===== src/rtl/fetch_pkg.sv =====
// ============================================================================
// Module      : fetch_pkg
// Description : Shared types and constants for the instruction fetch stage.
// Revision    : 1.0 - initial release
// ============================================================================
`default_nettype none

package fetch_pkg;

    typedef enum logic [1:0] {
        IDLE   = 2'd0,
        FETCH  = 2'd1,
        HALTED = 2'd2
    } fetch_state_t;

    // Wide enough for any supported word size; users slice to DATA_SIZE.
    localparam logic [63:0] HALT_WORD = '1;

    localparam int unsigned FETCH_PC_W   = 16;
    localparam int unsigned FETCH_WORD_W = 32;

    // Queue entry layout at the default widths; pc sits above the word.
    typedef struct packed {
        logic [FETCH_PC_W-1:0]   pc;
        logic [FETCH_WORD_W-1:0] word;
    } fetch_entry_t;

endpackage

`default_nettype wire


===== src/rtl/fetch_queue.sv =====
// ============================================================================
// Module      : fetch_queue
// Description : Register-based FIFO with flush, bypass-on-full enqueue and
//               zeroed head outputs when empty.
// Revision    : 1.0 - initial release
// ============================================================================
`default_nettype none

module fetch_queue #(
    parameter int WIDTH = 48,
    parameter int DEPTH = 2
) (
    input  logic             clk,
    input  logic             rst_n,
    input  logic             i_flush,
    input  logic             i_push,
    input  logic [WIDTH-1:0] i_data,
    input  logic             i_pop,
    output logic             o_can_push,
    output logic             o_valid,
    output logic [WIDTH-1:0] o_data
);

    localparam int c_PTR_W = (DEPTH > 1) ? $clog2(DEPTH) : 1;
    localparam int c_CNT_W = $clog2(DEPTH + 1);

    logic [WIDTH-1:0]   r_mem [DEPTH];
    logic [c_PTR_W-1:0] r_wr_ptr;
    logic [c_PTR_W-1:0] r_rd_ptr;
    logic [c_CNT_W-1:0] r_count;

    logic w_full;
    logic w_pop;
    logic w_push;

    assign w_full     = (r_count == c_CNT_W'(DEPTH));
    assign o_valid    = (r_count != '0);
    assign w_pop      = i_pop && o_valid && !i_flush;
    // A full queue still accepts a word when the head leaves this cycle.
    assign o_can_push = !w_full || w_pop;
    assign w_push     = i_push && o_can_push && !i_flush;
    assign o_data     = o_valid ? r_mem[r_rd_ptr] : '0;

    always_ff @(posedge clk or negedge rst_n) begin
        if (!rst_n) begin
            r_wr_ptr <= '0;
            r_rd_ptr <= '0;
            r_count  <= '0;
        end else if (i_flush) begin
            r_wr_ptr <= '0;
            r_rd_ptr <= '0;
            r_count  <= '0;
        end else begin
            if (w_push) begin
                r_wr_ptr <= r_wr_ptr + c_PTR_W'(1);
            end
            if (w_pop) begin
                r_rd_ptr <= r_rd_ptr + c_PTR_W'(1);
            end
            r_count <= r_count + c_CNT_W'(w_push) - c_CNT_W'(w_pop);
        end
    end

    // Storage needs no reset: the head is masked to zero while empty.
    always_ff @(posedge clk) begin
        if (w_push) begin
            r_mem[r_wr_ptr] <= i_data;
        end
    end

endmodule

`default_nettype wire


===== src/rtl/instr_fetch.sv =====
// ============================================================================
// Module      : instr_fetch
// Description : PC/FSM front end feeding decode through fetch_queue.
//               Optional halt detection via macro FETCH_HALT_DETECT_EN.
// Revision    : 1.0 - initial release
// ============================================================================
`default_nettype none

module instr_fetch
    import fetch_pkg::*;
#(
    parameter int                      DATA_SIZE    = 32,
    parameter int                      ADDRESS_SIZE = 16,
    parameter logic [ADDRESS_SIZE-1:0] RESET_PC     = '0,
    parameter int                      QUEUE_DEPTH  = 2
) (
    input  logic                    clk,
    input  logic                    rst_n,
    input  logic                    start,
    input  logic                    redirect_valid,
    input  logic [ADDRESS_SIZE-1:0] redirect_address,
    output logic [ADDRESS_SIZE-1:0] fetch_address,
    input  logic [DATA_SIZE-1:0]    fetch_data,
    output logic                    instr_valid,
    input  logic                    instr_ready,
    output logic [DATA_SIZE-1:0]    instr_out,
    output logic [ADDRESS_SIZE-1:0] instr_pc,
    output logic                    busy
);

    typedef struct packed {
        logic [ADDRESS_SIZE-1:0] pc;
        logic [DATA_SIZE-1:0]    word;
    } entry_t;

    fetch_state_t            r_state;
    fetch_state_t            w_state_next;
    logic [ADDRESS_SIZE-1:0] r_pc;
    logic [ADDRESS_SIZE-1:0] w_pc_next;
    logic                    w_can_push;
    logic                    w_push;
    entry_t                  w_push_entry;
    entry_t                  w_head_entry;

    assign w_push       = (r_state == FETCH) && !redirect_valid && w_can_push;
    assign w_push_entry = '{pc: r_pc, word: fetch_data};

    always_comb begin
        w_state_next = r_state;
        w_pc_next    = r_pc;
        if (redirect_valid) begin
            w_state_next = FETCH;
            w_pc_next    = redirect_address;
        end else begin
            case (r_state)
                IDLE: begin
                    if (start) begin
                        w_state_next = FETCH;
                    end
                end
                FETCH: begin
                    if (w_push) begin
                        w_pc_next = r_pc + ADDRESS_SIZE'(1);
`ifdef FETCH_HALT_DETECT_EN
                        if (fetch_data == HALT_WORD[DATA_SIZE-1:0]) begin
                            w_state_next = HALTED;
                        end
`endif
                    end
                end
                // HALTED only leaves through redirect or reset.
                default: w_state_next = r_state;
            endcase
        end
    end

    always_ff @(posedge clk or negedge rst_n) begin
        if (!rst_n) begin
            r_state <= IDLE;
            r_pc    <= RESET_PC;
        end else begin
            r_state <= w_state_next;
            r_pc    <= w_pc_next;
        end
    end

    fetch_queue #(
        .WIDTH ($bits(entry_t)),
        .DEPTH (QUEUE_DEPTH)
    ) u_queue (
        .clk        (clk),
        .rst_n      (rst_n),
        .i_flush    (redirect_valid),
        .i_push     (w_push),
        .i_data     (w_push_entry),
        .i_pop      (instr_ready),
        .o_can_push (w_can_push),
        .o_valid    (instr_valid),
        .o_data     (w_head_entry)
    );

    assign fetch_address = r_pc;
    assign instr_out     = w_head_entry.word;
    assign instr_pc      = w_head_entry.pc;
    assign busy          = (r_state == FETCH);

endmodule

`default_nettype wire


===== config.mk =====
export PLATFORM = sky130hd
export DESIGN_NAME = instr_fetch
export DESIGN_NICKNAME = d
export VERILOG_FILES = /design/src/rtl/fetch_pkg.sv /design/src/rtl/fetch_queue.sv /design/src/rtl/instr_fetch.sv
export SDC_FILE = /design/constraint.sdc
export NUM_CORES = 1
export LEC_CHECK = 0
export BUFFER_PORTS_ARGS = -buffer_cell sky130_fd_sc_hd__buf_2
export CAP_MARGIN = 25
export CORE_AREA = 2 2 95 97
export DETAILED_ROUTE_END_ITERATION = 6
export DIE_AREA = 0 0 97 99
export PLACE_DENSITY_LB_ADDON = 0.05
export SLEW_MARGIN = 30
export SYNTH_ARGS = -nofsm -noshare
export SYNTH_HDL_FRONTEND = slang
export SYNTH_SLANG_ARGS = --single-unit

===== constraint.sdc =====
create_clock -name clk -period 11.1 [get_ports clk]
set_clock_uncertainty 0.2 [all_clocks]
set_input_delay 1.11 -clock clk [delete_from_list [all_inputs] [get_ports clk]]
set_output_delay 1.11 -clock clk [all_outputs]
set_load 0.01 [all_outputs]

# --- Word level (Yosys, flattened, before mapping) ---
# Memory sizes are Yosys's and may differ from the RTL's.
# Cells that the tools add are included.
totals:
  regBits: 22
  ram_bits: 96
  in_bits: 53
  wordCells: 46
  n_memories: 1
memory_table:
  columns: ["name", "depth", "word_bits", "rd", "rd_ports_with_merged_regs", "write_ports", "line_no", "text"]
  rows:
  - ["u_queue.r_mem", 2, 48, 1, 0, 1, "fetch_queue.sv:27", "logic [WIDTH-1:0] r_mem [DEPTH];"]
op_classes:
  n_addsub: 5
  eq_ne: 2
  n_mux: 14
  reduce_logical: 19
op_table:
  columns: ["op", "count"]
  rows:
  - ["two-way mux 16 bit", 3]
  - ["two-way mux 48 bit", 1]
  - ["adder 16 x 1 -> 16 bit (second input constant)", 1]
  - ["nonzero test 2 bit", 7]
  - ["two-way mux 2 bit", 4]
  - ["logical AND 1 bit", 6]
  - ["two-way mux 1 bit", 6]
  - ["AND reduction 2 bit", 2]
  - ["adder 1 bit (second input constant)", 2]
  - ["adder 2 x 1 -> 2 bit", 1]
  - ["== test 2 x 1 -> 1 bit (second input constant)", 1]
  - ["== test 2 bit (second input constant)", 1]
  - ["zero test 1 bit", 2]
  - ["zero test 2 bit", 1]
  - ["subtractor 2 x 1 -> 2 bit", 1]
  - ["logical OR 1 bit", 1]

# --- Longest topological paths before layout ---
# Gate-level depths: netlist of run 1.
logic_depth:
  word_depth: 10
  ltp_mapped: 9

# --- Modules after synthesis ---
# From an unflattened synthesis of run 1, not the netlist that was laid out.
hier_totals:
  cells_unflattened: 335
  area_unflattened_um2: 4888.4
modules_own_cells:
  columns: ["module", "instances", "cells_each", "area_per_inst_um2", "seq_area_each_um2"]
  rows:
  - ["fetch_queue", 1, 232, 3895.0, 2982.9]
  - ["instr_fetch", 1, 103, 993.5, 425.4]

# --- Worst setup path after synthesis of run 1 ---
# OpenSTA, ideal clock, no wires.
synth_path:
  path_type: "input -> register"
  start: "in redirect_valid"
  end: "mem u_queue.r_mem[0][0] (enable)"
  setup_ns: 0.513
  arrival_time_ns: 4.843
  required_ns: 10.387
  path_slack_ns: 5.544
  path_stages: 3
  path_cell_list: "clkbuf_1 clkbuf_1 nor3_1"
synth_via:
  elab_chain_cells: 8
synth_rtl:
  columns: ["item", "line_no", "text"]
  rows:
  - ["start, declared", "instr_fetch.sv:20", "input logic redirect_valid,"]
  - ["zero test 1 bit (*)", "fetch_queue.sv:38, fetch_queue.sv:41, instr_fetch.sv:45", null]
  - ["logical AND 1 bit", "fetch_queue.sv:38", "assign w_pop = i_pop && o_valid && !i_flush;"]
  - ["logical OR 1 bit", "fetch_queue.sv:40", "assign o_can_push = !w_full || w_pop;"]
  - ["logical AND 1 bit", "instr_fetch.sv:45", "assign w_push = (r_state == FETCH) && !redirect_valid && w_can_push;"]
  - ["logical AND 1 bit", "fetch_queue.sv:41", "assign w_push = i_push && o_can_push && !i_flush;"]
  - ["logical AND 1 bit (*)", "fetch_queue.sv:41", null]
  - ["two-way mux 1 bit (*)", "fetch_queue.sv:66", "if (w_push) begin"]
  - ["two-way mux 1 bit (implied by the code) (*)", "fetch_queue.sv:67", "r_mem[r_wr_ptr] <= i_data;"]
  - ["end, declared", "fetch_queue.sv:27", null]
# Every way passes the cells marked *; elsewhere a longest branch is shown, timed or not.

# --- Worst setup path after layout of run 1 ---
layout_path:
  start: "reg u_queue.r_rd_ptr"
  end: "out instr_pc[9]"
layout_via:
  elab_chain_cells: 2
layout_rtl:
  columns: ["item", "line_no", "text"]
  rows:
  - ["start, declared", "fetch_queue.sv:29", "logic [c_PTR_W-1:0] r_rd_ptr;"]
  - ["start signal, assigned", "fetch_queue.sv:58", "r_rd_ptr <= r_rd_ptr + c_PTR_W'(1);"]
  - ["memory read (2 x 48 bit)", null, null]
  - ["two-way mux 48 bit", "fetch_queue.sv:42", "assign o_data = o_valid ? r_mem[r_rd_ptr] : '0;"]
  - ["end, declared", "instr_fetch.sv:27", "output logic [ADDRESS_SIZE-1:0] instr_pc,"]
# Every way passes these cells.

==> results of run 1 <==
==> final timing paths <==
kind	from	endpoint	slack (ns)
max in group asynchronous	rst_n	u_queue.r_rd_ptr$_DFFE_PN0P_	9.95
min	fetch_address[15]$_DFFE_PN0P_	u_queue.r_mem[0][47]$_DFFE_PP_	0.35
min reg2reg	fetch_address[15]$_DFFE_PN0P_	u_queue.r_mem[0][47]$_DFFE_PP_	0.35
min in group asynchronous	rst_n	fetch_address[14]$_DFFE_PN0P_	0.37
max	u_queue.r_rd_ptr$_DFFE_PN0P_	instr_pc[9]	7.62
max reg2reg	u_queue.r_count[1]$_DFF_PN0_	u_queue.r_mem[0][40]$_DFFE_PP_	8.63
==> critical path: stages (launching register included) <==
cell	delay [ns]
dfrtp_2	0.46
buf_4	0.64
mux2i_1	0.33
nor2_1	0.07
buf_2	0.14
==> final cells by class <==
cell class | instances | area [um^2]
repair buffers | 122 | 640.6
multi-input cells | 196 | 1339
inverters | 3 | 11.26
flip-flops and latches | 117 | 3410
clock inverters | 13 | 136.4
clock buffers | 19 | 421.7
well taps | 108 | 135.1
fillers | 606 | 2457
==> kinds of logic (layout without fill, tap and decap cells) <==
logic type | count (synthesis) | after routing | share of synthesized area, %
adder cells (fa/ha/maj) | 3 | 3 | 0.7819
multiplexers | 52 | 52 | 10.84
buffers and inverters | 18 | 157 | 1.538
AND/OR/NAND/NOR | 109 | 109 | 11.05
AO/OA/AOI/OAI | 17 | 17 | 2.059
XOR/XNOR | 15 | 15 | 2.736
flip-flops | 117 | 117 | 70.99
==> state kept, by name, indices dropped and copies added, names as in the netlist <==
name,cells
u_queue.r_rd_ptr,1
u_queue.r_mem,96
fetch_address,16
r_state,1
u_queue.r_count,2
u_queue.r_wr_ptr,1
==> report_power, final <==
group	internal [mW]	switching (mW)	leakage [nW]	total, mW
clock	0.317	0.184	0.265	0.502
combinational	0.160	0.225	1.01	0.385
sequential	0.548	0.0362	1.15	0.585
total	1.03	0.446	2.42	1.47
==> per-stage QoR <==
| stage | util, % | total power [mW] |
|---|---|---|
| 4_1_cts | 71.19 | 1.486 |
| 5_1_grt | 71.26 | 1.549 |
| 2_1_floorplan | - | 0.8274 |
| 3_5_place_dp | 64.66 | 0.9817 |
| 3_3_place_gp | 64.34 | 0.9608 |
| 6_report | 71.26 | 1.471 |
==> per-layer routing <==
layer | GRT usage (%) | wire [um] | up-vias
met2 | 33.76 | 4723 | 98
met4 | 6.176 | 125 | 0
met5 | 0 | 0 | -
met1 | 25.17 | 3934 | 1447
met3 | 6.312 | 507 | 10
li1 | - | - | 1464
==> layout by cell type (no fill, tap or decap), drive strengths merged, types with 4 or more instances in the layout <==
master	synthesis	final
nor2	57	57
o21ai	12	12
clkbuf	8	19
nand4	5	5
nand2	21	21
nor4	4	4
mux2i	52	52
buf	7	122
dfrtp	21	21
edfxtp	96	96
nor2b	4	4
xnor2	10	10
xor2	5	5
nand3	4	4
nor3	7	7
clkinv	0	8
==> results.md, run 1 <==
* Status: finished, final reports clean
* Number of enable flip-flop cells after synthesis at 96
* Layout area overhead at 26.92%
* Synth area leader: edfxtp_1
* Synthesized cell area at 4801 um^2
* Clk_lat worst skew at 0.50 ns
* Gr usage total at 20.07%
* Syn avg cell area at 14.50 um^2
* Die W at 97 um
* H-tree depth at 4
* WL/cell at 16.07 um
* Clock buffer depth at 2
* R2R depth at 4
* Detailed Place HPWL at 5957 um
* Hold Path Class: flip-flop to flip-flop
* Arr. time, crit path at 2.17 ns
* Share of post-route cells with drive strength above 1 at 34.47%
* Most instantiated library cell after synthesis: edfxtp_1
* CP Max Fanout at 44
* Final setup vio count at 0
* Worst slew pin tran at 0.7627 ns
* PnR worst setup slack at 7.621 ns
* Initial antenna violation count at 0
* Fin crit share at 31.34%
* Fmax at 0.2874 GHz
* 1st-pass router iterations at 4
* First-pass GRT wire length at 14720 um
* Slew headroom at 49.15%
* Inst Count DP at 546
* Placed cell area at 5529 um^2
* DIE HEIGHT at 99 um
* Antenna-violating nets left at 0
* Top-Level Pins at 119
* Rows at 34
* Initial Util at 56.15%
* TritonCTS buffer count at 17
* Initial DRC Count at 119
* Critical path class: flip-flop to output port
* CTS tree: built
* Fin cells at 578
* Routed WL at 9290 um
* Drt drc at 0
* WHS Path Cells at 0
* Ys async rst share at 17.95%
* Largest cells by area after synthesis: edfxtp_1 60%, dfrtp_1 11%, mux2i_1 11%
* Final Cell Area at 6093 um^2
* Ys Warns at 0
* Place WS at 7.618 ns
* Count of different cell masters after synthesis at 33
* Min Tclk post-route at 3.479 ns
* Pwr/cell area at 241.5 nW/um^2
* Vias at 3019
* Worst Setup Start Kind: flip-flop
* Commonest cells in the synthesized netlist: 96 x edfxtp_1, 56 x nor2_1, 52 x mux2i_1, 21 x dfrtp_1, 21 x nand2_1
* P_leak at 2.420 nW
* Final RePlAce weighted congestion at 0.7151
* Syn nets at 387
* Pin count of the biggest net entering global routing at 45
* Post-CTS Hold Buffers at 0
* Number of clock sinks at 117
* Max-Cap Viols at 0
* Min Hold Slack at 0.3473 ns
* Post-synthesis cell count at 331
* Critical Path RT at 9.79 ns
* Max rail drop VDD at 0.1292 mV
* Final Hold Vio Count at 0
* Slew Limit Fails at 0
* Vias per cell at 5.223
* Top cell type's share of synthesized area at 60.05%
* Die area at 9603 um^2
* Root Buffer: clkbuf_8
* Core area at 8551 um^2
* Sequential-to-total area share from yosys stat at 70.99%
* Final #Nets at 513
* Diodes inserted at 0
* Post_cts resized at 0
* Number of global-route vias before repair at 2969
* Setup crit end kind: output port
* Main synth FF type: edfxtp_1
* RSZ-0062 raised after global routing: false
* Worst-path clk slew at 0.06 ns
* Gr ovfl total at 0
* PortBufs at 118
* Postcts setup bufs at 0
* FF+latch count, synth at 117
* Setup TNS at 0 ns
No activity file was read; power rests on OpenSTA's default activity.
==> run 2, diff against run 1 <==
Settings changed: CORE_AREA 2 2 95 97 to 2 2 104 106, DIE_AREA 0 0 97 99 to 0 0 106 108.
Clock period 11.1 ns to 3.2 ns, I/O delays scaled along.
==> run 2 against run 1 <==
Net effect: count of clock-buffer cells in the layout did not move; worst hold slack worse by 0.33 ns; via count increased by 5.5%; register-to-register slack got worse by 7.8 ns; die area is 19% higher; first-iteration DRC count increased by 11%; clock power rose to 3.5 times the previous value.
==> results.md, run 2 (synthesis gave the netlist of run 1 again) <==
* Diodes inserted at 0
* Final RePlAce weighted congestion at 0.7244
* Min Hold Slack at 0.01563 ns
* Clock buffer depth at 2
* Detailed Place HPWL at 6265 um
* Worst slew pin tran at 0.5907 ns
* P_leak at 2.648 nW
* End of the critical path: instr_out[24]
* Drt drc at 0
* R2R depth at 5
* Fmax at 0.3888 GHz
* Critical Path RT at 2.68 ns
* Pwr/cell area at 773.5 nW/um^2
* Die W at 106 um
* Layout area overhead at 38.62%
* Min Tclk post-route at 2.572 ns
* Clk_lat worst skew at 0.51 ns
* Root Buffer: clkbuf_8
* Slowest Stage Delay on Critical Path at 0.45 ns
* Vias per cell at 4.835
* Fin crit share at 80.38%
* WL/cell at 15.05 um
* Fillers at 808
* Worst-path cell chain: nor2_4 -> buf_4 -> nor2_1 -> buf_2
* Postcts setup bufs at 0
* 1st-pass router iterations at 4
* CP max stage cell: dfrtp_1
* Number of global-route vias before repair at 3136
* CP Max Fanout at 33
* Critical path class: flip-flop to output port
* Top-Level Pins at 119
* First-pass GRT wire length at 15660 um
* Setup TNS at 0 ns
* Worst Setup Start Kind: flip-flop
* Pin count of the biggest net entering global routing at 41
* Final Hold Vio Count at 0
* Status: finished, final reports clean
* Most frequent cells in the layout: 118 x buf_2, 96 x edfxtp_1, 55 x nor2_1, 52 x mux2i_1, 50 x dlygate4sd3_1
* RSZ-0062 raised after global routing: false
* Initial Util at 46.92%
* Final #Nets at 566
* Final setup vio count at 0
* DIE HEIGHT at 108 um
* Antenna-violating nets left at 0
* Worst-path clk slew at 0.05 ns
* CTS tree: built
* Share of post-route cells with drive strength above 1 at 31.74%
* Largest register FFs at 96
* Core area at 10230 um^2
* WHS Path Cells at 4
* Commonest non-fill, non-tap cell in the layout: buf_2
* RR Startpoint: u_queue.r_count[0]$_DFF_PN0_
* PortBufs at 118
* Max rail drop VDD at 0.4415 mV
* Crit. Startpoint: u_queue.r_count[0]$_DFF_PN0_
* Initial antenna violation count at 0
* Max-Cap Viols at 0
* Setup crit end kind: output port
* Reg-to-reg setup timing slack at 0.81 ns
* Initial DRC Count at 132
* Number of clock sinks at 117
* Hold Path Class: input port to flip-flop
* Vias at 3186
* Rows at 37
* Routed WL at 9920 um
* Arr. time, crit path at 2.05 ns
* H-tree depth at 4
* Slew headroom at 60.58%
* Slew Limit Fails at 0
* Gr ovfl total at 0
* Gr usage total at 18.21%
* Reg with most FFs: u_queue.r_mem
* TritonCTS buffer count at 17
* Critical R2R Capture: u_queue.r_mem[1][40]$_DFFE_PP_
* Die area at 11450 um^2
[run 2: cell types whose count changed in the layout (fill, tap and decap cells not counted), sizes merged]
cell / delta
buf: +3
clkinv: +1
clkinvlp: -1
dlygate4sd3: +50
[run 2: through the flow]
stage	utilization, %	cell area (um^2)	worst slack [ns]	power [mW]	cells
3_3_place_gp	54.71	5598	0.8322	3.398	577
2_1_floorplan	-	4812	0.5112	2.867	331
3_5_place_dp	54.71	5598	0.7904	3.414	577
6_report	65.05	6655	0.6279	5.148	659
4_1_cts	65.05	6655	0.5740	5.213	659
5_1_grt	65.05	6655	0.4703	5.417	659
[run 2: report_power, final]
group	internal [mW]	switching, mW	leakage [nW]
logic	0.581	0.771	1.23
clock network	1.10	0.642	0.271
registers	1.90	0.153	1.15
total	3.58	1.57	2.65
[run 2: layout make-up]
class / count / area (um^2) / area share (%)
Clock inverter: 13 / 135.1 / 2.030
Timing Repair Buffer: 175 / 1169 / 17.56
Inverter: 3 / 11.26 / 0.1692
Sequential cell: 117 / 3410 / 51.23
Multi-Input combinational cell: 196 / 1339 / 20.12
Clock buffer: 19 / 421.7 / 6.336
Tap cell: 136 / 170.2 / 2.557
[run 2: worst max-delay path: cells and delay by family, from the launching register on]
family / cells / cell delay (ns)
buffers and inverters: 2 / 0.57
AND/OR/NAND/NOR: 2 / 0.52
flip-flops: 1 / 0.45
[run 2: what timing repair did]
action                     4_1_cts  5_1_grt
hold endpoints to repair       102        0
setup endpoints to repair        0        0
hold buffers                    50        0
resized for setup                0        0
[run 2: metal layers]
metal	track usage [%]	wire length, um	share of wire (%)
met1	23.57	4473	45
met2	29.63	4823	49
met3	5.063	482	4.9
met4	6.767	140	1.4
met5	0	0	0
[run 2: worst min path at each step]
stage	startpoint	endpoint
6_report	instr_ready	u_queue.r_rd_ptr$_DFFE_PN0P_
5_1_grt	instr_ready	u_queue.r_rd_ptr$_DFFE_PN0P_
4_1_cts	instr_ready	u_queue.r_rd_ptr$_DFFE_PN0P_
3_5_place_dp	rst_n	fetch_address[14]$_DFFE_PN0P_
3_3_place_gp	rst_n	fetch_address[14]$_DFFE_PN0P_
2_1_floorplan	rst_n	fetch_address[0]$_DFFE_PN0P_
==> run 3, diff against run 2 <==
Settings changed: CORE_AREA 2 2 104 106 to 2 2 99 101, DIE_AREA 0 0 106 108 to 0 0 101 103.
Clock period 3.2 ns to 2.7 ns, I/O delays scaled along.
==> run 3 against run 2 <==
Net effect: register-to-register slack got worse by 0.58 ns; wire length shrank 1.3%; die area shrank 9.1%; setup slack got worse by 0.40 ns; first-iteration DRC count fell by 17%.
==> results.md, run 3 (synthesis gave the netlist of run 1 again) <==
* Arr. time, crit path at 2.40 ns
* Critical path class: flip-flop to flip-flop
* Largest register FFs at 96
* Final Cell Area at 6661 um^2
* Root Buffer: clkbuf_8
* Worst-path cell chain: or3b_2 -> nand2_1 -> nor3_4 -> buf_4
* Number of clock sinks at 117
* Die area at 10400 um^2
* Fmax at 0.4050 GHz
* Slew Limit Fails at 0
* DIE HEIGHT at 103 um
* Max rail drop VDD at 0.4420 mV
* Area of the multi-input gates at 1340 um^2
* WL/cell at 15.35 um
* Final RePlAce weighted congestion at 0.7507
* Final Hold Vio Count at 0
* First-pass GRT wire length at 14940 um
* CTS tree: built
* Most frequent cells in the layout: 118 x buf_2, 96 x edfxtp_1, 55 x nor2_1, 52 x mux2i_1, 52 x dlygate4sd3_1
* Pwr/cell area at 942.1 nW/um^2
* Placed cell area at 5539 um^2
* Status: finished, final reports clean
* Initial antenna violation count at 0
* Setup crit end kind: flip-flop
* Slew headroom at 54.60%
* CP Max Fanout at 36
* Post_cts resized at 0
* Fillers at 655
* Antenna-violating nets left at 0
* Vias at 3215
* Top-Level Pins at 119
* Commonest non-fill, non-tap cell in the layout: buf_2
* Initial DRC Count at 109
* Clock buffer depth at 2
* Share of post-route cells with drive strength above 1 at 31.30%
* 1st-pass router iterations at 4
* Number of global-route vias before repair at 3115
* Slowest Stage Delay on Critical Path at 0.54 ns
* Rows at 36
* Diodes inserted at 0
* CP max stage cell: nor3_4
* Setup TNS at 0 ns
* Drt drc at 0
* H-tree depth at 4
* Layout area overhead at 38.75%
* Initial Util at 50.75%
* Reg with most FFs: u_queue.r_mem
* PortBufs at 118
* Core area at 9459 um^2
* Gr usage total at 19.32%
* Overall power at 6.276 mW
* Register area at 3410 um^2
* Clk_lat worst skew at 0.50 ns
* Vias per cell at 5.039
* Worst-path clk slew at 0.06 ns
* Hold Path Class: input port to asynchronous set/reset pin
* Detailed Place HPWL at 5723 um
* PnR worst setup slack at 0.2308 ns
* Die W at 101 um
* Worst Setup Start Kind: flip-flop
* Fin crit share at 91.45%
* TritonCTS buffer count at 17
* Final setup vio count at 0
* Routed WL at 9792 um
* Min Tclk post-route at 2.469 ns
* Critical Path RT at 2.63 ns
* P_leak at 2.664 nW
* Gr ovfl total at 0
* Worst slew pin tran at 0.6810 ns
* Final #Nets at 567
* RSZ-0062 raised after global routing: false
* Place WS at 0.2050 ns
* Pin count of the biggest net entering global routing at 49
* Max-Cap Viols at 0
[run 3: cell count changes in the layout (fill, tap and decap cells not counted), sizes merged]
cell | previous run | this run
dlygate4sd3 | 50 | 52
clkbuf | 19 | 18
bufinv | 2 | 4
buf | 125 | 124
clkinv | 9 | 7
inv | 3 | 4
[run 3: what timing repair did]
action,4_1_cts,5_1_grt
hold buffers,52,0
endpoints found under the hold margin,106,0
setup buffers,0,0
[run 3: path summary, 6_finish.rpt]
kind                                                       end  slack (ns)                           from  cells after the start
worst max-delay path            u_queue.r_mem[0][47]$_DFFE_PP_        0.23   u_queue.r_count[1]$_DFF_PN0_                      4
worst min-delay path             fetch_address[13]$_DFFE_PN0P_        0.07                          rst_n                      2
worst max register to register  u_queue.r_mem[0][47]$_DFFE_PP_        0.23   u_queue.r_count[1]$_DFF_PN0_                      4
worst min register to register  u_queue.r_mem[0][42]$_DFFE_PP_        0.35  fetch_address[10]$_DFFE_PN0P_                      0
max in group asynchronous         u_queue.r_rd_ptr$_DFFE_PN0P_        1.85                          rst_n                      2
min in group clk                u_queue.r_mem[0][25]$_DFFE_PP_        0.30                 fetch_data[25]                      2
[run 3: routing by layer]
layer	vias to the layer above	global-route usage (%)	share of wire, %
li1	1568	-	-
met1	1551	25.02	45
met2	92	31.90	50
met3	4	4.475	3.9
met4	0	7.796	0.51
met5	-	0	0
[run 3: metrics by stage]
step | hold slack, ns | cells | util [%]
floorplan | -0.2256 | 331 | -
global placement | 0.06792 | 554 | 58.55
detailed placement | 0.06786 | 554 | 58.56
CTS | 0.05489 | 638 | 70.42
global route | 0.09069 | 638 | 70.42
finish | 0.06658 | 638 | 70.42
[run 3: cell type report]
class                      instances  area share (%)
sequential                       117           51.18
clock inverter                    14           2.761
inverter                           3          0.1690
multi-input combinational        196           20.12
timing repair buffer             176           17.36
tap                              114           2.141
clock buffer                      18           6.273
[run 3: where the power goes]
part	switching (mW)	internal, mW	leakage [nW]
registers	0.132	2.25	1.15
clock network	0.759	1.49	0.290
logic	0.967	0.673	1.23
[run 3: critical path: cells and delay by family (launching register included)]
kind / cells / cell delay [ns]
flip-flops: 1 / 0.43
AND/OR/NAND/NOR: 3 / 0.92
buffers and inverters: 1 / 0.54
